**src/rtl/case_sched.sv**
```systemverilog
// Round-robin scheduler: four requesters share one combinational decoder.
// Each grant takes one ISSUE cycle and then holds the response until it is accepted or times out.
module case_sched #(
  parameter int CODE_W    = 3,
  parameter int STALL_MAX = 255
) (
  input  logic                  clock,
  input  logic                  reset,
  input  logic [3:0]            req,
  input  logic [3:0]            req_a,
  input  logic [4*CODE_W-1:0]   req_b,
  output logic [3:0]            ack,
  output logic                  dec_en,
  output logic                  dec_a,
  output logic [CODE_W-1:0]     dec_b,
  input  logic [CODE_W-1:0]     dec_c,
  input  logic                  dec_d,
  output logic                  resp_valid,
  input  logic                  resp_ready,
  output logic [1:0]            resp_id,
  output logic [CODE_W-1:0]     resp_c,
  output logic                  resp_d,
  output logic                  busy,
  output logic                  err
);

  typedef enum logic [1:0] {IDLE, ISSUE, RESP} state_t;

  state_t              state;
  logic [1:0]          ptr;
  logic [1:0]          id_q;
  logic [7:0]          stall;

  logic                gnt_vld;
  logic [1:0]          gnt_id;
  logic [1:0]          idx;
  logic                gnt_a;
  logic [CODE_W-1:0]   gnt_b;

  // Search from ptr+1 upward; walking k downward lets the nearest set bit win.
  always_comb begin
    gnt_vld = 1'b0;
    gnt_id  = 2'd0;
    idx     = 2'd0;
    for (int k = 4; k >= 1; k--) begin
      idx = ptr + 2'(k);
      if (req[idx]) begin
        gnt_vld = 1'b1;
        gnt_id  = idx;
      end
    end
    gnt_a = 1'b0;
    gnt_b = '0;
    for (int i = 0; i < 4; i++) begin
      if (gnt_id == 2'(i)) begin
        gnt_a = req_a[i];
        gnt_b = req_b[i*CODE_W +: CODE_W];
      end
    end
  end

  always_ff @(posedge clock) begin
    if (reset) begin
      state      <= IDLE;
      ptr        <= 2'd3;
      id_q       <= 2'd0;
      stall      <= 8'd0;
      err        <= 1'b0;
      ack        <= 4'd0;
      resp_valid <= 1'b0;
      resp_id    <= 2'd0;
      resp_c     <= '0;
      resp_d     <= 1'b0;
      busy       <= 1'b0;
      dec_en     <= 1'b0;
      dec_a      <= 1'b0;
      dec_b      <= '0;
    end else begin
      ack <= 4'd0;
      unique case (state)
        IDLE: begin
          // No grant in the ack cycle: the served requester is still dropping its req.
          if (gnt_vld && ack == 4'd0) begin
            state  <= ISSUE;
            busy   <= 1'b1;
            id_q   <= gnt_id;
            dec_en <= 1'b1;
            dec_a  <= gnt_a;
            dec_b  <= gnt_b;
          end
        end
        ISSUE: begin
          state      <= RESP;
          dec_en     <= 1'b0;
          dec_a      <= 1'b0;
          dec_b      <= '0;
          resp_valid <= 1'b1;
          resp_id    <= id_q;
          resp_c     <= dec_c;
          resp_d     <= dec_d;
          stall      <= 8'd0;
        end
        RESP: begin
          if (resp_ready || stall == 8'(STALL_MAX)) begin
            if (resp_ready) ack <= 4'd1 << id_q;
            else            err <= 1'b1;
            state      <= IDLE;
            busy       <= 1'b0;
            ptr        <= id_q;
            stall      <= 8'd0;
            resp_valid <= 1'b0;
            resp_id    <= 2'd0;
            resp_c     <= '0;
            resp_d     <= 1'b0;
          end else begin
            stall <= stall + 8'd1;
          end
        end
        default: state <= IDLE;
      endcase
    end
  end

endmodule

```
**config.mk**
```make
export PLATFORM = sky130hd
export DESIGN_NAME = case_sched
export DESIGN_NICKNAME = d
export VERILOG_FILES = /design/src/rtl/case_sched.sv
export SDC_FILE = /design/constraint.sdc
export NUM_CORES = 1
export LEC_CHECK = 0
export ABC_AREA = 1
export CAP_MARGIN = 40
export CORE_MARGIN = 1.5
export CORE_UTILIZATION = 54
export CTS_BUF_LIST = sky130_fd_sc_hd__clkbuf_8
export DETAILED_ROUTE_END_ITERATION = 7
export PLACE_DENSITY_LB_ADDON = 0.3
export SKIP_LAST_GASP = 1
export SYNTH_ARGS = -nofsm -noshare
export SYNTH_HDL_FRONTEND = slang
export SYNTH_SLANG_ARGS = --single-unit
```
**constraint.sdc**
```tcl
create_clock -name clock -period 4.25 [get_ports clock]
set_input_delay 0.6375 -clock clock [delete_from_list [all_inputs] [get_ports clock]]
set_output_delay 0.6375 -clock clock [all_outputs]
set_load 0.02 [all_outputs]
```
# After elaboration in Yosys (flattened, before gate mapping)
# Cells that the tools add are included.
[classes]
eq_ne = 8
n_reduce_logical = 16
n_bitwise = 3
n_shift = 1
magnitude_cmp = 4
add_sub_neg = 4
muxes = 42
[op_table]
columns = ["cell", "n"]
rows = [
  ["two-way mux 3 bit", 6],
  ["one-hot mux 8 bit (2 select lines)", 1],
  ["two-way mux 1 bit", 15],
  ["< comparator 2 x 3 -> 1 bit (second input constant)", 4],
  ["two-way mux 2 bit", 6],
  ["one-hot mux 3 bit (2 select lines)", 2],
  ["one-hot mux 1 bit (2 select lines)", 5],
  ["AND reduction 2 bit", 5],
  ["adder 8 x 1 -> 8 bit (second input constant)", 1],
  ["binary-select mux 1 bit (select 2 bit)", 4],
  ["== test 8 bit (second input constant)", 1],
  ["two-way mux 8 bit", 1],
  ["== test 2 bit (second input constant)", 3],
  ["one-hot mux 2 bit (3 select lines)", 1],
  ["AND reduction 3 bit", 2],
  ["nonzero test 2 bit", 3],
  ["adder 2 bit (second input constant)", 2],
  ["== test 2 x 1 -> 1 bit (second input constant)", 2],
  ["zero test 2 bit", 2],
  ["zero test 4 bit", 1],
  ["inequality test 2 bit (second input constant)", 2],
  ["one-hot mux 2 bit (2 select lines)", 1],
  ["OR reduction 4 bit", 1],
  ["<< shifter 1 x 2 -> 4 bit (first input constant)", 1],
  ["other kinds (4)", 6],
]
[word_totals]
elab_cells = 92
register_bits = 32

# Depth between registers and ports, before layout
# Gate-level depths: netlist of the first run.
[logic_depth]
word_depth = 13
depth_mapped = 15
ltp_nobuf = 15

# Worst setup path before layout of the first run
# OpenSTA, ideal clock, no wires.
[synth_timing]
kind = "input port to flip-flop"
start = "in req[1]"
end = "reg dec_b[0]"
slack_ps = 2536
setup_time_ps = 133
arrival_time_ps = 1580
n_path_buf = 0
stages = 14
path_cell_list = "inv_1 -> nand2_1 -> nand3_1 -> nand2_1 -> inv_1 -> nand2_1 -> nand3_1 -> nand2_4 -> nor2_4 -> nand2_1 -> nand2_1 -> inv_1 -> nand2_1 -> a21oi_2"
[synth_between]
elab_chain_cells = 13
word_cells_on_any_way = 29
[synth_rtl]
columns = ["item", "line", "text"]
rows = [
  ["start: declaration", "9", "input logic [3:0] req,"],
  ["binary-select mux 1 bit (select 2 bit)", "47", "if (req[idx]) begin"],
  ["two-way mux 1 bit (not written as such)", "47", ""],
  ["two-way mux 2 bit (4 in series)", "47", ""],
  ["zero test 2 bit", "55", "if (gnt_id == 2'(i)) begin"],
  ["two-way mux 3 bit (4 in series)", "55", ""],
  ["two-way mux 3 bit", "83", "if (gnt_vld && ack == 4'd0) begin"],
  ["one-hot mux 3 bit (2 select lines)", "80", "unique case (state)"],
  ["end signal: assignment", "89", "dec_b <= gnt_b;"],
  ["end: declaration", "15", "output logic [CODE_W-1:0] dec_b,"],
]
# Several ways; a longest one is shown, not always the timed one. The select of a mux whose other input is x is not followed.
# A chain may end at the register's enable or synchronous reset.

# Worst setup path after layout of the first run
[layout_timing]
start = "in req[2]"
end = "reg dec_b[2]"
# The elaborated chain is that of the path after synthesis.

==> impl_metrics.ini, run 1 <==
[synth]
syn_area_per_cell_um2 = 6.79
synth_nets = 286
synthDistinctLibCells = 29
synth_sequential_area_ratio_pct = 37.0
post_synth_instance_area_um2 = 1730
number_of_flops_mapped_to_enable_cells_by_yosys = 0
synth_flop_cell = dfxtp_1
synth.ff_latch_count = 32
yosysWarnings = 0
post_synth_arst_share_pct = 0
synth_cells = 255

[routing]
first_iter_violations = 62
drc = 0
drt-vias-per-instance = 4.83
number_of_iterations_in_the_first_detailed_routing_pass = 4
ant_nets = 0
detailed_route_via_count = 1682
wl_per_cell_um = 10.4
finalWirelength_um = 3630

[clocking]
clk_transition_reported_paths_ps = 60
numCtsBuffers = 5
clock_path_buffers = 2
numClockSinks = 32
root_buffer_master = clkbuf_8
post_cts.repair.setup_buffers = 0
postCtsResizedCells = 0
htree_levels = 2
post_cts_hold_buffer_count = 0
cts_tree = built
worst_skew_pair.late_latency_ps = 280

[die]
num_io_pins = 45
dieArea_um2 = 3550
fp.dieW_um = 59.6
die_height_um = 59.6
start_util_pct = 56.7
core_um2 = 3050
std_cell_rows = 20

[timing]
setup_tns_ps = 0
maxSlewHeadroom_pct = 58.1
clock_period_minus_worst_slack_ps = 2200
timing.final.setup_violations = 0
min_period_over_period_pct = 51.8
maxSlewViolCount = 0
finalHoldViolCount = 0
maxClockFrequency_ghz = 0.454
rsz0062_at_grt = no
finClkSkew_ps = 3.84
max_slew.worst_pin.slew_ps = 622
timing.final.ws_setup_ps = 2050

[power]
clkPwrFrac_pct = 16.7
pnr_total_power_mw = 1.37
p_int_mw = 0.777
p_leak_nw = 1.04
switching_power_of_the_nets_mw = 0.591
power_frac_comb_pct = 52.0
powerDensity_nw_per_um2 = 595
swShare_pct = 43.2
seq_power_share_pct = 31.3
vdd.ir_drop.worst_uv = 448

[worst_hold_path]
hold_class = reg -> reg
worstHoldPathCells = 2

[global_route]
grt_usage_pct = 22.8
grt-ovfl-total = 0
grt_pass1_vias = 1469
global_route_wire_length_before_repair_um = 6110
largest_net_degree_at_the_start_of_global_routing = 16
grt_antenna_before_repair = 0

[layout]
nNetsFinal = 334
antenna_cells = 0
layout-drive-gt1-share_pct = 11.5
post-route-cell-area_um2 = 2300
flow.area_growth_from_synthesis_pct = 32.8
filler_cell_count = 253

[placement]
weighted_congestion_at_the_end_of_routability_driven_global_placement = 0.898
pre_cts_ws_ps = 1770
port-buffer-count = 44
detailedPlacementHpwl_um = 2790
post_dp_cell_area_um2 = 2210

[job]
cap_violations = 0

[setup_path]
worst_setup_path_start_kind = input pin
type_of_element_capturing_the_critical_path = register
critical_path_class = in -> reg
worstPathArrival_ps = 2410
cp_data_required_time_ps = 4450
critPathMaxFanout = 5
reg2regPathDepth = 8

[run_status]
run_status = completed
flip-flops by register name, indices dropped and copies added, names as in the netlist, 2 cells and up:
| signal | cells |
|---|---|
| dec_b | 3 |
| resp_c | 3 |
| state | 2 |
| resp_id | 2 |
| ptr | 2 |
| id_q | 2 |
| ack | 4 |
| stall | 8 |
per-layer routing:
metal / global-route usage (%) / up-vias / routed length, um
li1: - / 894 / -
met1: 28.6 / 732 / 1730
met2: 36.4 / 49 / 1640
met3: 8.08 / 7 / 190
met4: 7.62 / 0 / 68
met5: 0 / - / 0
worst paths after layout:
path,start,endpoint,slack (ps)
max,req[2],dec_b[2]$_SDFFE_PP0P_,2050
min,err$_SDFFE_PP0P_,err$_SDFFE_PP0P_,450
max reg2reg,ptr[0]$_SDFFE_PP1P_,dec_b[2]$_SDFFE_PP0P_,2110
min reg2reg,err$_SDFFE_PP0P_,err$_SDFFE_PP0P_,450
through the flow:
| stage | std cells | util [%] | hold WS (ps) |
|---|---|---|---|
| 2_1_floorplan | 255 | - | 426 |
| 3_3_place_gp | 340 | 72.3 | 436 |
| 3_5_place_dp | 340 | 72.3 | 446 |
| 4_1_cts | 348 | 75.2 | 452 |
| 5_1_grt | 348 | 75.2 | 491 |
| 6_report | 348 | 75.2 | 454 |
cell type report:
type	instances	area, um2	share of cell area, %
multi-input cells	180	918	40.0
repair buffers	44	440	19.2
clock buffers	6	82.6	3.59
well taps	44	55.1	2.40
flip-flops and latches	32	641	27.9
inverters	40	153	6.64
clock inverters	2	7.51	0.327
worst max-delay path: stages:
cell and delay, ps:
clkdlybuf4s50_1 440, inv_1 60, nand2_1 70, nand2_2 90, nand2_1 80, o31ai_2 260
nand2_1 140, o21ai_0 270, nand2_1 180, a21oi_2 180
synthesized netlist by cell type, types with 2 or more instances:
master / count / share of area, %
nand2_2: 11 / 4.0
nor2_1: 19 / 4.1
nand2_1: 80 / 17
a21oi_1: 12 / 3.5
nand2_4: 3 / 2.0
o211ai_1: 2 / 0.87
xnor2_1: 2 / 1.0
inv_2: 4 / 0.87
a22oi_1: 2 / 0.87
nand3_1: 12 / 3.5
nor2_4: 2 / 1.3
o21ai_0: 11 / 3.2
dfxtp_1: 32 / 37
inv_1: 35 / 7.6
nor3b_1: 2 / 0.87
ha_1: 4 / 2.9
a21oi_2: 5 / 2.5
nor3_1: 3 / 0.87
nand4_1: 3 / 1.1
clkbuf_1: 2 / 0.43
logic make-up (layout without fill, tap and decap cells):
kind of cell	after synthesis	in the layout	synth area share [%]
buffers and inverters	43	92	9.91
XOR/XNOR	3	3	1.52
AND/OR/NAND/NOR	137	137	35.7
adder cells (fa/ha/maj)	4	4	2.89
AO/OA/AOI/OAI	36	36	12.9
flip-flops	32	32	37.0
power groups by stage:
stage          sequential [mW]  clock [mW]  combinational [mW]
2_1_floorplan            0.483           0               0.440
3_3_place_gp             0.432           0               0.693
3_5_place_dp             0.431           0               0.709
4_1_cts                  0.428       0.231               0.713
5_1_grt                  0.439       0.243               0.794
6_report                 0.428       0.228               0.711
placed cells by master (no fill, tap or decap), types with 2 or more instances in the layout:
master | Yosys | routed
clkdlybuf4s50_1 | 0 | 44
nand2_4 | 3 | 3
inv_1 | 35 | 37
nor2_4 | 2 | 2
clkbuf_8 | 0 | 6
nor3_1 | 3 | 3
ha_1 | 4 | 4
inv_2 | 4 | 4
nand3_1 | 12 | 12
nand4_1 | 3 | 3
nor3b_1 | 2 | 2
o211ai_1 | 2 | 2
dfxtp_1 | 32 | 32
a21oi_1 | 12 | 12
a21oi_2 | 5 | 5
nor2_1 | 19 | 19
a22oi_1 | 2 | 2
o21ai_0 | 11 | 11
xnor2_1 | 2 | 2
nand2_2 | 11 | 11
nand2_1 | 80 | 80
No activity file was read; power rests on OpenSTA's default activity.
==> run 2, diff against run 1 <==
--- a/config.mk
+++ b/config.mk
@@ -8,7 +8,7 @@
 export ABC_AREA = 1
 export CAP_MARGIN = 40
 export CORE_MARGIN = 1.5
-export CORE_UTILIZATION = 54
+export CORE_UTILIZATION = 50
 export CTS_BUF_LIST = sky130_fd_sc_hd__clkbuf_8
 export DETAILED_ROUTE_END_ITERATION = 7
 export PLACE_DENSITY_LB_ADDON = 0.3
==> constraint.sdc (replaced) <==
create_clock -name clock -period 2.05 [get_ports clock]
set_input_delay 0.3075 -clock clock [delete_from_list [all_inputs] [get_ports clock]]
set_output_delay 0.3075 -clock clock [all_outputs]
set_load 0.02 [all_outputs]
==> run 2 against run 1 <==
  * Final area is 3.0% higher
  * Register-to-register slack got worse by 1900 ps
  * Sequential power up 100%
  * Clock power increased to 2.8 times the previous value
  * Clock skew is 3.0 ps higher
  * Non-clock buffer count up 4
  * Die area increased by 7.6%
  * Power increased by 120%
  * Critical path depth fell by 1
  * Final cell count grew 1.7%
  * Largest cell class unchanged
==> impl_metrics.ini, run 2 (synthesis gave the netlist of run 1 again) <==
[setup_path]
worst_setup_path_start_kind = register
worstPathArrival_ps = 2060
type_of_element_capturing_the_critical_path = register
path_cells = nor4_1 -> o31ai_2 -> nor2_1 -> inv_2 -> nor2_2 -> nand2_1 -> inv_1 -> nand2_1 -> a21oi_2
cp_data_required_time_ps = 2270
critPathMaxFanout = 5
worst_path_dominant_cell_family = simple AND/OR/NAND/NOR gates
crit_path_frequent_cell = nand2_1
maximum_single_stage_delay_on_the_critical_path_ps = 510
critical_path.n_buffers_inverters = 2
critical_path.slowest_cell = nor4_1
critical_path_class = reg -> reg

[timing]
maxSlewHeadroom_pct = 63.3
finalHoldViolCount = 0
rsz0062_at_grt = no
min_period_over_period_pct = 89.8
maxSlewViolCount = 0
clock_period_minus_worst_slack_ps = 1840
timing.final.ws_setup_ps = 209
max_slew.worst_pin.slew_ps = 545
setup_tns_ps = 0
finClkSkew_ps = 6.79
maxClockFrequency_ghz = 0.543
fin_worst_hold_slack_ps = 458
timing.final.setup_violations = 0

[global_route]
grt_usage_pct = 21.4
grt-ovfl-total = 0
grt_antenna_before_repair = 0
grt_pass1_vias = 1499
global_route_wire_length_before_repair_um = 6050
largest_net_degree_at_the_start_of_global_routing = 15

[power]
switching_power_of_the_nets_mw = 1.23
powerDensity_nw_per_um2 = 1280
vdd.ir_drop.worst_uv = 881
clkPwrFrac_pct = 21.1
p_leak_nw = 1.07
p_int_mw = 1.81
swShare_pct = 40.5
pnr_total_power_mw = 3.03
seq_power_share_pct = 28.9
power_frac_comb_pct = 50.0

[clocking]
post_cts_hold_buffer_count = 0
clk_transition_reported_paths_ps = 60
htree_levels = 2
numClockSinks = 32
cts_tree = built
numCtsBuffers = 5
root_buffer_master = clkbuf_8
clock_path_buffers = 2
worst_skew_pair.late_latency_ps = 280
postCtsResizedCells = 0
post_cts.repair.setup_buffers = 0

[layout]
largestRegisters = stall (8), ack (4)
antenna_cells = 0
largest_register_ffs = 8
final_common_cell = nand2_1
nNetsFinal = 338
post-route-cell-area_um2 = 2370
flow.area_growth_from_synthesis_pct = 36.7
final_cell_mix = nand2_1 (80), clkdlybuf4s50_1 (44), inv_1 (35)
layout-drive-gt1-share_pct = 13.3
largest-register = stall

[routing]
drt-vias-per-instance = 4.78
wl_per_cell_um = 10.3
first_iter_violations = 64
drc = 0
finalWirelength_um = 3640
detailed_route_via_count = 1691
ant_nets = 0
number_of_iterations_in_the_first_detailed_routing_pass = 4

[die]
fp.dieW_um = 61.8
start_util_pct = 51.9
dieArea_um2 = 3820
core_um2 = 3340
num_io_pins = 45
die_height_um = 61.8
std_cell_rows = 21

[worst_hold_path]
hold_class = reg -> reg

[placement]
port-buffer-count = 44
detailedPlacementHpwl_um = 2810
post_dp_cell_area_um2 = 2240
pre_cts_ws_ps = 27.0
weighted_congestion_at_the_end_of_routability_driven_global_placement = 0.878

[run_status]
run_status = completed

[job]
cap_violations = 0
run 2: cell count changes in the layout (fill, tap and decap cells not counted), sizes merged:
cell,delta
inv,-2
clkbuf,+1
bufinv,+1
buf,+4
run 2: path summary, 6_finish.rpt:
path	startpoint	endpoint	slack (ps)	depth (start not counted)
setup / recovery	ack[1]$_SDFF_PP0_	dec_b[0]$_SDFFE_PP0P_	210	9
hold / removal	id_q[0]$_SDFFE_PP0P_	ack[2]$_SDFF_PP0_	460	1
setup reg to reg	ack[1]$_SDFF_PP0_	dec_b[0]$_SDFFE_PP0P_	210	9
hold reg to reg	id_q[0]$_SDFFE_PP0P_	ack[2]$_SDFF_PP0_	460	1
run 2: area by class of cell:
type	count	area, um2
fillers	289	971
clock inverters	1	30.0
well taps	46	57.6
flip-flops and latches	32	641
inverters	40	153
clock buffers	7	96.3
multi-input cells	180	918
repair buffers	48	470
run 2: power by group through the flow:
stage | combinational [mW] | sequential (mW) | clock (mW)
after floorplan | 0.913 | 1.00 | 0
after global placement | 1.48 | 0.885 | 0
after detailed placement | 1.50 | 0.883 | 0
after CTS | 1.52 | 0.876 | 0.656
after global routing | 1.70 | 0.900 | 0.692
final | 1.52 | 0.877 | 0.641
run 2: stage by stage:
step	cells	utilization (%)
2_1_floorplan	255	-
3_3_place_gp	346	67.1
3_5_place_dp	346	67.1
4_1_cts	354	70.9
5_1_grt	354	70.9
6_report	354	70.9
run 2: per-layer routing:
layer	part of all wire, %	wire [um]	GRT usage (%)	vias to the layer above
met5	0	0	0	-
met4	0.22	8	5.17	0
met3	7.2	263	8.49	2
met2	46	1670	34.6	49
met1	47	1700	26.9	734
li1	-	-	-	906
==> run 3, diff against run 2 <==
--- a/config.mk
+++ b/config.mk
@@ -12,6 +12,7 @@
 export CTS_BUF_LIST = sky130_fd_sc_hd__clkbuf_8
 export DETAILED_ROUTE_END_ITERATION = 7
 export PLACE_DENSITY_LB_ADDON = 0.3
+export RECOVER_POWER = 50
 export SKIP_LAST_GASP = 1
 export SYNTH_ARGS = -nofsm -noshare
 export SYNTH_HDL_FRONTEND = slang
==> run 3 against run 2 <==
  * Final area unchanged
  * Critical path type unchanged
  * Final cell count stayed put
  * Largest cell class unchanged
  * Die area stayed put
  * First-iteration DRC count unchanged
==> impl_metrics.ini, run 3 (synthesis gave the netlist of run 1 again) <==
[clocking]
clock_path_buffers = 2
clk_transition_reported_paths_ps = 60
postCtsResizedCells = 0
htree_levels = 2
root_buffer_master = clkbuf_8
post_cts.repair.setup_buffers = 0
cts_tree = built
numCtsBuffers = 5
numClockSinks = 32
worst_skew_pair.late_latency_ps = 280
post_cts_hold_buffer_count = 0

[routing]
wirelength_met1_um = 1680
first_iter_violations = 64
drt-vias-per-instance = 4.78
metal2_wl_um = 1670
finalWirelength_um = 3630
wl_per_cell_um = 10.2
number_of_iterations_in_the_first_detailed_routing_pass = 4
routed-wl-met3_um = 268
drc = 0
detailed_route_via_count = 1692
highest-signal-layer = met4
ant_nets = 0

[placement]
detailedPlacementHpwl_um = 2810
weighted_congestion_at_the_end_of_routability_driven_global_placement = 0.878
port-buffer-count = 44
pre_cts_ws_ps = 27.0
post_dp_cell_area_um2 = 2240
place_inst = 346

[die]
core_um2 = 3340
die_height_um = 61.8
dieArea_um2 = 3820
fp.dieW_um = 61.8
std_cell_rows = 21
start_util_pct = 51.9
num_io_pins = 45

[timing]
finalHoldViolCount = 0
min_period_over_period_pct = 89.3
timing.final.setup_violations = 0
finClkSkew_ps = 6.77
maxClockFrequency_ghz = 0.546
clock_period_minus_worst_slack_ps = 1830
timing.final.ws_setup_ps = 219
setup_tns_ps = 0
rsz0062_at_grt = no
maxSlewHeadroom_pct = 63.3
max_slew.worst_pin.slew_ps = 545
maxSlewViolCount = 0

[layout]
antenna_cells = 0
final_cell_mix = nand2_1 (80), inv_1 (35), dfxtp_1 (32)
largest-register = stall
filler_cell_count = 289
largestRegisters = stall (8), ack (4)
final_common_cell = nand2_1
largest_register_ffs = 8
post-route-cell-area_um2 = 2370
nNetsFinal = 338
layout-drive-gt1-share_pct = 13.3
fin_cells = 354
flow.area_growth_from_synthesis_pct = 36.7

[global_route]
largest_net_degree_at_the_start_of_global_routing = 15
global_route_wire_length_before_repair_um = 6050
grt_antenna_before_repair = 0
grt-ovfl-total = 0
grt_usage_pct = 21.4
grt_pass1_vias = 1499

[setup_path]
crit_path_frequent_cell = nand2_1
type_of_element_capturing_the_critical_path = register
worst_path_dominant_cell_family = simple AND/OR/NAND/NOR gates
critical_path.slowest_cell = nor4_1
critical_path.n_buffers_inverters = 2
cp_data_required_time_ps = 2270
worst_setup_path_start_kind = register
critical_path_class = reg -> reg
path_cells = nor4_1 -> o31ai_2 -> nor2_1 -> inv_2 -> nor2_2 -> nand2_1 -> inv_1 -> nand2_1 -> a21oi_2
maximum_single_stage_delay_on_the_critical_path_ps = 500
worstPathArrival_ps = 2050
critPathMaxFanout = 5

[worst_hold_path]
hold_class = reg -> reg

[power]
powerDensity_nw_per_um2 = 1260
p_leak_nw = 1.13
vdd.ir_drop.worst_uv = 845

[run_status]
run_status = completed

[job]
cap_violations = 0
==> run 3: path summary, 6_finish.rpt <==
kind,slack [ps],to,from,cells after the start
worst min-delay path,460,ack[0]$_SDFF_PP0_,id_q[0]$_SDFFE_PP0P_,1
worst max register to register,220,dec_b[0]$_SDFFE_PP0P_,ack[1]$_SDFF_PP0_,9
worst min register to register,460,ack[0]$_SDFF_PP0_,id_q[0]$_SDFFE_PP0P_,1
worst max-delay path,220,dec_b[0]$_SDFFE_PP0P_,ack[1]$_SDFF_PP0_,9
==> run 3: routing by layer <==
| metal | GRT usage [%] | vias to the layer above |
|---|---|---|
| li1 | - | 907 |
| met1 | 26.9 | 730 |
| met2 | 34.6 | 53 |
| met3 | 8.49 | 2 |
| met4 | 5.17 | 0 |
| met5 | 0 | - |
==> run 3: metrics by stage <==
step | hold WS [ps] | power [mW] | util [%]
floorplan | 370 | 1.91 | -
global placement | 438 | 2.37 | 67.1
detailed placement | 449 | 2.39 | 67.1
CTS | 457 | 3.05 | 70.9
global route | 477 | 3.25 | 70.9
finish | 457 | 2.99 | 70.9
==> run 3: final cells by class <==
class                   count  area [um2]  area share [%]
clock inverters             1        30.0            1.27
well taps                  46        57.6            2.43
clock buffers               7        96.3            4.07
inverters                  40         153            6.45
repair buffers             48         470            19.9
flip-flops and latches     32         641            27.1
multi-input cells         180         918            38.8
==> run 3: power by group <==
part	internal, mW	switching [mW]	total, mW	leakage [nW]
logic	0.561	0.918	1.48	0.800
clock network	0.428	0.212	0.641	0.0645
registers	0.779	0.0911	0.870	0.261
==> run 3: worst register-to-register path, delay by kind of cell (launching register included) <==
family / cells / cell delay (ps)
compound gates: 2 / 270
buf+inv: 2 / 130
flops: 1 / 310
simple gates: 5 / 1070
